**src/rtl/arki_enc_pkg.sv**
```systemverilog
// Shared types and opcode constants for the LEGv8 instruction encoder.
// Optional range checking is enabled by defining ARKI_ENC_RANGE_CHECK_EN.
package arki_enc_pkg;

  typedef enum logic [3:0] {
    OP_ADD  = 4'd0,
    OP_SUB  = 4'd1,
    OP_AND  = 4'd2,
    OP_ORR  = 4'd3,
    OP_ADDI = 4'd4,
    OP_LDUR = 4'd5,
    OP_STUR = 4'd6,
    OP_CBZ  = 4'd7,
    OP_CBNZ = 4'd8
  } enc_op_t;

  typedef enum logic [1:0] {
    ST_IDLE,
    ST_LOAD,
    ST_DONE,
    ST_FULL
  } state_t;

  localparam logic [10:0] OPC_ADD  = 11'b100_0101_1000;
  localparam logic [10:0] OPC_SUB  = 11'b110_0101_1000;
  localparam logic [10:0] OPC_AND  = 11'b100_0101_0000;
  localparam logic [10:0] OPC_ORR  = 11'b101_0101_0000;
  localparam logic [9:0]  OPC_ADDI = 10'b10_0100_0100;
  localparam logic [10:0] OPC_LDUR = 11'b111_1100_0010;
  localparam logic [10:0] OPC_STUR = 11'b111_1100_0000;
  localparam logic [7:0]  OPC_CBZ  = 8'b1011_0100;
  localparam logic [7:0]  OPC_CBNZ = 8'b1011_0101;

endpackage

```
**src/rtl/instr_pack.sv**
```systemverilog
// Combinational descriptor -> 32-bit LEGv8 word, with optional range_err
// (checks active only when ARKI_ENC_RANGE_CHECK_EN is defined).
module instr_pack
  import arki_enc_pkg::*;
(
  input  logic [3:0]  op,
  input  logic [4:0]  rd,
  input  logic [4:0]  rn,
  input  logic [4:0]  rm,
  input  logic [18:0] imm,
  output logic [31:0] word,
  output logic        range_err
);

  logic [31:0] raw;

  always_comb begin
    raw = 32'h0;
    case (op)
      OP_ADD:  raw = {OPC_ADD, rm, 6'b0, rn, rd};
      OP_SUB:  raw = {OPC_SUB, rm, 6'b0, rn, rd};
      OP_AND:  raw = {OPC_AND, rm, 6'b0, rn, rd};
      OP_ORR:  raw = {OPC_ORR, rm, 6'b0, rn, rd};
      OP_ADDI: raw = {OPC_ADDI, imm[11:0], rn, rd};
      OP_LDUR: raw = {OPC_LDUR, imm[8:0], 2'b00, rn, rd};
      OP_STUR: raw = {OPC_STUR, imm[8:0], 2'b00, rn, rd};
      OP_CBZ:  raw = {OPC_CBZ, imm, rd};
      OP_CBNZ: raw = {OPC_CBNZ, imm, rd};
      default: raw = 32'h0;
    endcase
  end

`ifdef ARKI_ENC_RANGE_CHECK_EN
  logic d_oob;
  logic bad;

  always_comb begin
    // imm[18:8] must be a pure sign extension of the 9-bit DT offset
    d_oob = ~((&imm[18:8]) | ~(|imm[18:8]));
    bad   = 1'b0;
    case (op)
      OP_ADDI:                          bad = |imm[18:12];
      OP_LDUR, OP_STUR:                 bad = d_oob;
      OP_ADD, OP_SUB, OP_AND, OP_ORR,
      OP_CBZ, OP_CBNZ:                  bad = 1'b0;
      default:                          bad = 1'b1;
    endcase
  end

  assign range_err = bad;
  assign word      = bad ? 32'h0 : raw;
`else
  assign range_err = 1'b0;
  assign word      = raw;
`endif

endmodule

```
**src/rtl/instr_encoder.sv**
```systemverilog
// Encodes descriptors into LEGv8 words and writes them sequentially to imem, 1-cycle latency.
// Range/opcode error checking is enabled by defining ARKI_ENC_RANGE_CHECK_EN.
module instr_encoder
  import arki_enc_pkg::*;
#(
  parameter  int DEPTH  = 64,
  parameter  int BASE   = 0,
  localparam int ADDR_W = $clog2(DEPTH)
) (
  input  logic              clk,
  input  logic              reset,
  input  logic              start,
  input  logic              in_valid,
  output logic              in_ready,
  input  logic [3:0]        in_op,
  input  logic [4:0]        in_rd,
  input  logic [4:0]        in_rn,
  input  logic [4:0]        in_rm,
  input  logic [18:0]       in_imm,
  input  logic              in_last,
  output logic              wr_en,
  output logic [ADDR_W-1:0] wr_addr,
  output logic [31:0]       wr_data,
  output logic              done,
  output logic              overflow,
  output logic              err
);

  localparam logic [ADDR_W-1:0] BASE_A = ADDR_W'(BASE);
  localparam logic [ADDR_W-1:0] LAST_A = ADDR_W'(DEPTH - 1);

  state_t              state_q, state_d;
  logic [ADDR_W-1:0]   addr_q, addr_d;
  logic                wr_en_q, wr_en_d;
  logic [ADDR_W-1:0]   wr_addr_q, wr_addr_d;
  logic [31:0]         wr_data_q, wr_data_d;
  logic                done_q, done_d;
  logic                overflow_q, overflow_d;
  logic                err_q, err_d;

  logic                accept;
  logic [31:0]         word;
  logic                range_err;

  instr_pack u_pack (
    .op        (in_op),
    .rd        (in_rd),
    .rn        (in_rn),
    .rm        (in_rm),
    .imm       (in_imm),
    .word      (word),
    .range_err (range_err)
  );

  always_ff @(posedge clk or posedge reset) begin
    if (reset) begin
      state_q <= ST_IDLE;
    end else begin
      state_q <= state_d;
    end
  end

  // in_last wins over the full condition when both land on the final slot
  always_comb begin
    state_d = state_q;
    case (state_q)
      ST_IDLE: if (start) state_d = ST_LOAD;
      ST_LOAD: begin
        if (start)                             state_d = ST_LOAD;
        else if (accept && in_last)            state_d = ST_DONE;
        else if (accept && (addr_q == LAST_A)) state_d = ST_FULL;
      end
      ST_DONE: if (start) state_d = ST_LOAD;
      ST_FULL: if (start) state_d = ST_LOAD;
      default: state_d = ST_IDLE;
    endcase
  end

  always_comb begin
    in_ready = (state_q == ST_LOAD);
  end

  assign accept = in_valid & in_ready;

  always_comb begin
    addr_d     = addr_q;
    wr_en_d    = 1'b0;
    wr_addr_d  = wr_addr_q;
    wr_data_d  = wr_data_q;
    done_d     = done_q;
    overflow_d = overflow_q;
    err_d      = err_q;
    if (start) begin
      // a descriptor accepted alongside start is discarded
      addr_d     = BASE_A;
      done_d     = 1'b0;
      overflow_d = 1'b0;
      err_d      = 1'b0;
    end else begin
      if (accept) begin
        wr_en_d   = 1'b1;
        wr_addr_d = addr_q;
        wr_data_d = word;
        addr_d    = addr_q + ADDR_W'(1);
        err_d     = err_q | range_err;
        if (in_last) done_d = 1'b1;
      end
      if ((state_q == ST_FULL) && in_valid) overflow_d = 1'b1;
    end
  end

  always_ff @(posedge clk or posedge reset) begin
    if (reset) begin
      addr_q     <= BASE_A;
      wr_en_q    <= 1'b0;
      wr_addr_q  <= BASE_A;
      wr_data_q  <= 32'h0;
      done_q     <= 1'b0;
      overflow_q <= 1'b0;
      err_q      <= 1'b0;
    end else begin
      addr_q     <= addr_d;
      wr_en_q    <= wr_en_d;
      wr_addr_q  <= wr_addr_d;
      wr_data_q  <= wr_data_d;
      done_q     <= done_d;
      overflow_q <= overflow_d;
      err_q      <= err_d;
    end
  end

  assign wr_en    = wr_en_q;
  assign wr_addr  = wr_addr_q;
  assign wr_data  = wr_data_q;
  assign done     = done_q;
  assign overflow = overflow_q;
  assign err      = err_q;

endmodule

```
**config.mk**
```make
export PLATFORM = sky130hd
export DESIGN_NAME = instr_encoder
export DESIGN_NICKNAME = d
export VERILOG_FILES = /design/src/rtl/arki_enc_pkg.sv /design/src/rtl/instr_pack.sv /design/src/rtl/instr_encoder.sv
export SDC_FILE = /design/constraint.sdc
export NUM_CORES = 1
export LEC_CHECK = 0
export ABC_CLOCK_PERIOD_IN_PS = 1470
export BUFFER_PORTS_ARGS = -buffer_cell sky130_fd_sc_hd__buf_2
export CAP_MARGIN = 10
export CORE_UTILIZATION = 23
export CTS_CLUSTER_DIAMETER = 100
export DETAILED_ROUTE_END_ITERATION = 8
export SYNTH_ARGS = -nofsm -noshare
export SYNTH_HDL_FRONTEND = slang
export SYNTH_SLANG_ARGS = --single-unit
```
**constraint.sdc**
```tcl
create_clock -name clk -period 1.47 [get_ports clk]
set_input_delay 0 -clock clk [delete_from_list [all_inputs] [get_ports clk]]
set_output_delay 0 -clock clk [all_outputs]
set_load 0.02 [all_outputs]
```
==> metrics.csv, run 1 <==
metric,value,unit
status,"finished, final reports clean",
H-tree levels,2,
antenna cells,0,
Post-synth top flop,dfrtp_1,
"commonest non-fill, non-tap cells in the layout","buf_2, nand2_1, dfrtp_1",
register area share after synthesis,0.461,
CP Cell Sequence,ha_1 -> and3_1 -> a31o_2 -> a21oi_1 -> nor2_1,
pin count of the biggest net entering global routing,44,
Worst Tran Pin Value,0.736,ns
crit path capture,state_q[1],
fin crit period,1.37,ns
VDD IR max,0.000541,V
Pwr per Cell Area,1150,nW/um^2
nets@finish,426,
worst skew pair latency,0.29,ns
core area,11000,sq um
"most common cell after layout, fill and taps aside",buf_2,
Max-slew headroom,0.509,
global routing met3 resource utilization,0.0267,
Die Span Y,110,um
Pre-antenna DRT Iters,4,
WL/cell,14.0,um
GP Congestion,0.787,
reg2reg start,addr_q[1],
vias in the first global route,2333,
total grt overflow,0,
CP required,1.64,ns
cell depth of the worst setup path,5,
PortBufs,84,
initial antenna violation count,0,
Netlist cell types,44,
Sink Count,49,
first-pass GRT wire length,11700,um
share of cells above drive strength 1,0.313,
Root Buffer,clkbuf_16,
IO Count,86,
number of synthesized flops with an enable pin,0,
final WL,7330,um
CP Launch Point,addr_q[1],
final worst setup slack,0.0950,ns
unrepaired setup endpoints after global routing,false,
die extent in x,110,um
grt peak-use layer,met2,
Post-Syn Area per Cell,9.36,sq um
Antenna Nets Post-Route,0,
die area,12000,sq um
Area Overhead vs Synth,34.8,%
LEAKAGE,0.00180,uW
crit path DAT,1.54,ns
Slew Limit Fails,0,
Syn Nets,328,
met1 Use GR,0.163,
Worst setup SP type,flip-flop,
HP Class,primary input to flip-flop,
total number of vias,2428,
setup tns final,0,ns
reg-to-reg endpoint,state_q[1],
fin util,0.325,
drt via density,4.64,
placed instance area,3270,sq um
Final Hold Fails,0,
met2 Usage GRT,0.216,
period utilisation layout,0.935,
Yosys warnings,0,
gr usage total,0.127,
num rows,38,
# setup viols final,0,
#FFs+latches synth,49,
maximum root-to-sink buffer count,2,
Crit Path Max Fanout,4,
Clock Pin Slew Worst Setup and Hold Paths,0.06,ns
Crit. End Element,flip-flop,
initial DRC count,89,
DRC,0,
Max Clk Rate,727,MHz
max-cap violations,0,
cell family with most CP delay,flip-flops,
WP buf/inv,0,
r2r setup slk,0.1,ns
Place WS,0.0624,ns
critical path class,flip-flop to flip-flop,
hpwl dp,5500,um
Max Clock Skew,0.0113,ns
max incr delay on CP,0.41,ns
Synth Instances,284,
Crit-path slowest cell,dfrtp_1,
CTS buffer count,5,
Async SR Flop Fraction,1.00,
Post-Syn Area,2660,sq um
design area,3580,sq um
CTS tree,done,
worst r2r path cells,5,
starting density of the core,0.241,
-- cell usage after synthesis (2+ instances only) --
| cell | count | area [sq um] |
|---|---|---|
| and3_1 | 3 | 18.8 |
| o22a_1 | 5 | 43.8 |
| nand3b_1 | 4 | 30.0 |
| nor2_1 | 19 | 71.3 |
| a22o_1 | 8 | 70.1 |
| a221oi_1 | 4 | 35.0 |
| a31oi_1 | 6 | 37.5 |
| dfrtp_1 | 49 | 1230 |
| buf_2 | 11 | 55.1 |
| clkbuf_1 | 3 | 11.3 |
| nand2_1 | 55 | 206 |
| o211a_1 | 5 | 50.1 |
| mux2i_1 | 10 | 100 |
| a22oi_1 | 9 | 67.6 |
| xor2_1 | 4 | 35.0 |
| o21ai_1 | 14 | 70.1 |
| a211o_1 | 5 | 43.8 |
| inv_1 | 2 | 7.51 |
| buf_6 | 3 | 33.8 |
| a21oi_1 | 14 | 70.1 |
| o21ai_0 | 7 | 35.0 |
| nor2b_1 | 14 | 87.6 |
| buf_4 | 4 | 30.0 |
| a21o_1 | 4 | 30.0 |
| o31ai_1 | 3 | 22.5 |
-- logic make-up (layout without fill, tap and decap cells) --
group | count (synthesis) | after routing | synth area share
other | 1 | 1 | 0.00141
buffers and inverters | 24 | 123 | 0.0532
AOI/OAI and AO/OA | 87 | 87 | 0.226
DFF | 49 | 49 | 0.461
muxes | 10 | 10 | 0.0376
adders and majority gates | 2 | 2 | 0.00847
and+or+nand+nor | 106 | 106 | 0.196
xor gates and xnor gates | 5 | 5 | 0.0165
-- through the flow --
stage | hold slack (ns) | cells | power (uW)
after CTS | 0.00727 | 521 | 4180
after detailed placement | -0.0921 | 504 | 2660
after global placement | -0.0979 | 504 | 2640
after global routing | 0.0331 | 523 | 4370
after floorplan | 0.133 | 284 | 2270
final | 0.0138 | 523 | 4130
-- worst reg2reg max path: stages, from the launching register on --
cell and delay [ns]:
dfrtp_1 0.41, ha_1 0.20, and3_1 0.19, a31o_2 0.24
a21oi_1 0.16, nor2_1 0.05
-- timing repair --
item	in CTS	in global routing
gates resized for setup	0	4
setup buffers	0	2
setup endpoints to repair	0	10
hold buffers	9	0
hold endpoints to repair	57	0
-- sequential cells by signal (all words and copies together), names as in the netlist --
register  flops
addr_q        6
state_q       2
overflow      1
wr_data      32
wr_en         1
wr_addr       6
done          1
-- power by group --
part           internal (uW)  total, uW  switching, uW  leakage [uW]
sequential              1520       1620           97.3      0.000642
clock                    972       1480            504     0.0000938
combinational            405       1030            627       0.00106
total                   2900       4130           1230       0.00180
-- how the worst min path moves through the flow --
| stage | end | slack, ns | from | cells past startpoint |
|---|---|---|---|---|
| floorplan | wr_data[0] | 0.13 | in_rd[0] | 1 |
| global route | done | 0.03 | start | 2 |
| CTS | overflow | 0.007 | in_valid | 3 |
| finish | overflow | 0.01 | in_valid | 3 |
| global placement | wr_data[2] | -0.1 | reset | 2 |
| detailed placement | wr_data[1] | -0.09 | reset | 2 |
-- area by class of cell --
class,count,area (sq um)
fillers,1191,7450
multi-input cells,211,1300
flip-flops and latches,49,1230
repair buffers,113,677
well taps,140,175
clock buffers,5,125
clock inverters,3,65.1
inverters,2,11.3
-- metal layers --
metal	vias up	share of wire
met3	6	0.054
met1	1155	0.45
met4	0	0.011
met5	-	0
met2	73	0.48
li1	1194	-
Power figures use the tool's default switching activity.
==> inputs of run 2 (changes only) <==
Settings changed: CAP_MARGIN 10 to 20, GPL_TIMING_DRIVEN set to 0.
==> run 2 against run 1 <==
  * The flow now finishes with violations (hold timing)
  * Register-to-register slack worse by 0.08 ns
  * Cell area up 4.1%
  * Wire length up 8.8%
  * Non-clock buffer count up 11
  * Worst setup slack worse by 0.084 ns
  * Global-route usage up 0.78 points
  * Clock skew down 0.0025 ns
  * Power down 0.53%
  * Via count up 4.7%
  * Clock power down 7%
==> metrics.csv, run 2 (synthesis results as in run 1) <==
metric,value,unit,change
unrepaired setup endpoints after global routing,true,,
CTS buffer count,5,,unchanged
CP Cell Sequence,and3b_1 -> buf_6 -> nand2b_4 -> buf_8 -> buf_8 -> a22o_1,,
Antenna Nets Post-Route,0,,unchanged
final WL,7970,um,+8.8%
initial antenna violation count,0,,unchanged
hpwl dp,5670,um,+3.0%
DRC,0,,unchanged
Hold Crit Start,in_imm[16],,
die extent in x,110,um,unchanged
"most common cell after layout, fill and taps aside",buf_2,,
WP buf/inv,3,,+3
CP required,1.64,ns,about the same
Worst setup SP type,flip-flop,,
max-cap violations,0,,unchanged
critical path class,flip-flop to flip-flop,,
Clock Pin Slew Worst Setup and Hold Paths,0.07,ns,about the same
worst skew pair latency,0.29,ns,about the same
crit path DAT,1.63,ns,+0.09 ns
first-pass GRT wire length,12400,um,+6.0%
Area Overhead vs Synth,40.3,%,
Pwr Total,4110,uW,-0.53%
r2r setup slk,0.01,ns,-0.08 ns
IO Count,86,,unchanged
Crit. End Element,flip-flop,,
# setup viols final,0,,unchanged
H-tree levels,2,,unchanged
Hold WS,-0.00479,ns,-0.0186 ns
Crit-path slowest cell,dfrtp_1,,
fin crit period,1.46,ns,+0.0840 ns
Root Buffer,clkbuf_16,,
reg-to-reg endpoint,wr_data[0],,
total grt overflow,0,,unchanged
maximum root-to-sink buffer count,2,,unchanged
num rows,38,,unchanged
max FFs per register,32,,unchanged
HP Class,primary input to flip-flop,,
Pre-antenna DRT Iters,4,,unchanged
Crit Path Max Fanout,6,,+2
most frequent CP cell,buf_8,,
worst r2r path cells,6,,+1
reg2reg start,state_q[1],,
Final Hold Fails,1,,+1
antenna cells,0,,unchanged
CTS tree,done,,
PortBufs,84,,unchanged
Worst Tran Pin Value,0.652,ns,-0.0834 ns
cell family with most CP delay,flip-flops,,
Die Span Y,110,um,unchanged
core area,11000,sq um,unchanged
nets@finish,437,,+2.6%
pin count of the biggest net entering global routing,37,,-16%
DP Cell Count,509,,+0.99%
final std cells w/o fill,534,,+2.1%
initial DRC count,125,,+40%
gr usage total,0.134,,+0.00783
vias in the first global route,2391,,+2.5%
GP Congestion,0.838,,+6.4%
"commonest non-fill, non-tap cells in the layout","buf_2, nand2_1, dfrtp_1",,
failing checks,hold timing,,
max incr delay on CP,0.41,ns,about the same
cell depth of the worst setup path,6,,+1
design area,3730,sq um,+4.1%
Max Clk Rate,685,MHz,-5.8%
period utilisation layout,0.992,,+0.0571
Max Clock Skew,0.00879,ns,-0.00249 ns
fin util,0.338,,+0.0133
WL/cell,14.9,um,+6.5%
share of cells above drive strength 1,0.338,,+0.0242
Pwr per Cell Area,1100,nW/um^2,-4.4%
CP Launch Point,state_q[1],,
die area,12000,sq um,unchanged
Max-slew headroom,0.565,,+0.0566
drt via density,4.76,,+2.5%
starting density of the core,0.241,,unchanged
VDD IR max,0.000512,V,-5.3%
placed instance area,3270,sq um,+0.19%
LEAKAGE,0.00186,uW,+3.7%
total number of vias,2542,,+4.7%
Sink Count,49,,unchanged
crit path capture,wr_data[0],,
Slew Limit Fails,0,,unchanged
status,finished with violations,,
[run 2: cell types whose count changed in the layout (fill, tap and decap cells not counted), sizes merged]
cell / previous run / this run
clkbuf: 5 / 11
clkinv: 1 / 0
buf: 104 / 109
clkinvlp: 1 / 2
bufinv: 2 / 1
dlygate4sd3: 9 / 10
[run 2: layout make-up]
| type | instances | area, sq um |
|---|---|---|
| plain buffers | 22 | 175 |
| clock buffers | 6 | 139 |
| clock inverters | 2 | 37.5 |
| fillers | 1163 | 7300 |
| inverters | 2 | 11.3 |
| multi-input cells | 211 | 1340 |
| flip-flops and latches | 49 | 1230 |
| well taps | 140 | 175 |
| repair buffers | 102 | 628 |
[run 2: power by group]
part           internal, uW  leakage, uW  switching (uW)
clock                   851    0.0000831             527
sequential             1520     0.000642            97.6
combinational           452      0.00114             657
[run 2: worst min-delay path by stage]
stage,endpoint,slack (ns),cells after the start
final,wr_data[21],-0.005,3
after global routing,wr_data[21],0.01,3
after CTS,wr_data[21],0.003,3
after detailed placement,state_q[0],-0.009,2
after global placement,wr_data[1],0.22,2
after floorplan,wr_data[0],0.13,1
[run 2: stage by stage]
| step | TNS, ns | worst slack, ns |
|---|---|---|
| after floorplan | 0 | 0.0775 |
| after global placement | -24.75 | -0.471 |
| after detailed placement | -2.89 | -0.164 |
| after CTS | 0 | 0.00223 |
| after global routing | -0.253 | -0.0415 |
| final | 0 | 0.0111 |
[run 2: timing repair]
item	4_1_cts	5_1_grt
hold buffers	10	0
gates resized for setup	4	21
pin swaps	0	9
setup endpoints to repair	37	27
hold endpoints to repair	22	0
cloned	0	2
buffers inserted	1	4
[run 2: tightest hold or removal path, delay by kind of cell]
family / cells / cell delay, ns
buffers and inverters: 1 / 0.11
AND/OR/NAND/NOR: 1 / 0.07
AO/OA/AOI/OAI: 1 / 0.06
[run 2: routing by layer]
layer / wire (um) / GRT usage / vias to the layer above
met5: 0 / 0 / -
met4: 89 / 0.0267 / 0
met3: 465 / 0.0285 / 7
met2: 3930 / 0.231 / 75
met1: 3490 / 0.173 / 1238
li1: - / - / 1222
==> inputs of run 3 (changes only) <==
Settings changed: CORE_MARGIN set to 1.5, PLACE_DENSITY_LB_ADDON set to 0.15.
==> run 3 against run 2 <==
  * Flip-flop and latch count unchanged
  * The flow now finishes without violations
  * Non-clock buffer count down 5
  * Power down 6.1%
  * Fmax up 3.0%
  * Critical path depth unchanged
  * Combinational power down 5%
  * Worst hold slack better by 0.029 ns
  * Wire length up 4.9%
==> metrics.csv, run 3 (synthesis results as in run 1) <==
metric,value,unit,change
CP Launch Point,state_q[1],,
VDD IR max,0.000505,V,-1.3%
CP required,1.65,ns,about the same
vias in the first global route,2517,,+5.3%
share of cells above drive strength 1,0.321,,-0.0162
Max Clk Rate,706,MHz,+3.0%
Final Hold Fails,0,,-1
PortBufs,84,,unchanged
Max Clock Skew,0.00323,ns,-0.00556 ns
r2r setup slk,0.05,ns,+0.04 ns
starting density of the core,0.235,,-0.00618
global routing met3 resource utilization,0.0274,,-0.00101
Place WS,-0.141,ns,+0.0229 ns
grt peak-use layer,met2,,
Area Overhead vs Synth,34.9,%,
# setup viols final,0,,unchanged
drt via density,4.70,,-1.2%
nets@finish,432,,-1.1%
first-pass GRT wire length,13500,um,+8.8%
antenna cells,0,,unchanged
met2 Usage GRT,0.218,,-0.0137
Worst setup SP type,flip-flop,,
fin crit period,1.42,ns,-0.0419 ns
period utilisation layout,0.964,,-0.0285
Crit Path Max Fanout,10,,+4
Pwr Total,3860,uW,-6.1%
reg2reg start,state_q[1],,
Worst Tran Pin Value,0.683,ns,+0.0305 ns
Slew Limit Fails,0,,unchanged
final worst setup slack,0.0530,ns,+0.0419 ns
max FFs per register,32,,unchanged
Pwr per Cell Area,1080,nW/um^2,-2.3%
status,"finished, final reports clean",,
crit path DAT,1.60,ns,-0.03 ns
Pint,2570,uW,-9.0%
most frequent CP cell,buf_6,,
final WL,8360,um,+4.9%
reg-to-reg endpoint,wr_data[0],,
FILL cells,1238,,+6.4%
"most common cell after layout, fill and taps aside",buf_2,,
Die Span Y,111,um,+0.91%
met1 Use GR,0.194,,+0.0202
Sw Share,0.333,,+0.0212
Pre-antenna DRT Iters,4,,unchanged
gr usage total,0.138,,+0.00350
final std cells w/o fill,532,,-0.37%
initial antenna violation count,0,,unchanged
WL/cell,15.7,um,+5.3%
DP Cell Count,512,,+0.59%
Reg power frac,0.419,,+0.024
core area,11300,sq um,+2.6%
CP Cell Sequence,and3b_1 -> buf_6 -> nand2b_4 -> buf_8 -> buf_6 -> a22o_1,,
max-cap violations,0,,unchanged
power share of the combinational group,0.275,,+0.005
Antenna Nets Post-Route,0,,unchanged
LEAKAGE,0.00180,uW,-3.2%
num rows,39,,+2.6%
HP Class,primary input to flip-flop,,
"commonest non-fill, non-tap cells in the layout","buf_2, nand2_1, dfrtp_1",,
Root Buffer,clkbuf_16,,
Crit-path slowest cell,dfrtp_1,,
crit path capture,wr_data[0],,
Crit. End Element,flip-flop,,
hpwl dp,6150,um,+8.5%
sw power,1290,uW,+0.30%
critical path class,flip-flop to flip-flop,,
maximum root-to-sink buffer count,2,,unchanged
die extent in x,111,um,+0.91%
max incr delay on CP,0.38,ns,-0.03 ns
DRC,0,,unchanged
Max-slew headroom,0.543,,-0.0220
Sink Count,49,,unchanged
initial DRC count,88,,-30%
GP Congestion,0.813,,-2.9%
pin count of the biggest net entering global routing,35,,-5.4%
Clock Pin Slew Worst Setup and Hold Paths,0.07,ns,about the same
total number of vias,2502,,-1.6%
CTS buffer count,5,,unchanged
IO Count,86,,unchanged
die area,12200,sq um,+1.8%
H-tree levels,2,,unchanged
Clock Power Share,0.307,,-0.028
worst r2r path cells,6,,unchanged
worst skew pair latency,0.29,ns,about the same
CTS tree,done,,
total grt overflow,0,,unchanged
-- run 3: cell count changes in the layout (fill, tap and decap cells not counted), sizes merged --
cell / change
clkinv: +1
inv: +2
buf: -3
clkinvlp: -1
bufinv: -1
clkbuf: -3
-- run 3: worst max-delay path: cells and delay by family (launching register included) --
kind	cells	cell delay (ns)
AO/OA/AOI/OAI	1	0.22
flip-flops	1	0.38
AND/OR/NAND/NOR	2	0.30
buffers and inverters	3	0.41
-- run 3: layout make-up --
| class | instances | area (sq um) | share of cell area |
|---|---|---|---|
| tap | 143 | 179 | 0.0499 |
| buffer | 22 | 160 | 0.0447 |
| clock buffer | 5 | 125 | 0.0349 |
| sequential | 49 | 1230 | 0.342 |
| inverter | 2 | 7.51 | 0.00209 |
| timing repair buffer | 97 | 556 | 0.155 |
| multi-input combinational | 211 | 1310 | 0.366 |
| clock inverter | 3 | 21.3 | 0.00593 |
-- run 3: timing repair --
item,CTS,global route
hold buffers,10,0
setup buffers,1,1
hold endpoints to repair,24,0
setup endpoints to repair,37,28
resized for setup,6,9
-- run 3: how the worst min path moves through the flow --
stage	start	endpoint	slack (ns)	cells after the start
final	in_imm[16]	wr_data[21]	0.02	3
after global routing	in_imm[16]	wr_data[21]	0.05	3
after CTS	in_imm[16]	wr_data[21]	0.04	3
after detailed placement	reset	wr_data[1]	0.01	2
after global placement	in_rd[0]	wr_data[0]	0.22	2
after floorplan	in_rd[0]	wr_data[0]	0.13	1
-- run 3: stage by stage --
step,instance area [sq um],setup TNS (ns),hold WS [ns],utilization
after floorplan,2660,0,0.133,-
after global placement,3260,-27.43,0.221,0.288
after detailed placement,3280,-2.34,0.00974,0.290
after CTS,3550,0,0.0360,0.314
after global routing,3590,-0.0155,0.0540,0.317
final,3590,0,0.0247,0.317
-- run 3: power by group through the flow --
stage / clock (uW) / sequential [uW] / combinational (uW)
after global routing: 1280 / 1640 / 1160
after global placement: 0 / 1640 / 1020
final: 1180 / 1620 / 1060
after detailed placement: 0 / 1650 / 1030
after floorplan: 0 / 1850 / 415
after CTS: 1230 / 1620 / 1060
-- run 3: layer usage --
layer / part of all wire / vias up
li1: - / 1211
met1: 0.50 / 1210
met2: 0.44 / 73
met3: 0.045 / 8
met4: 0.016 / 0
met5: 0 / -
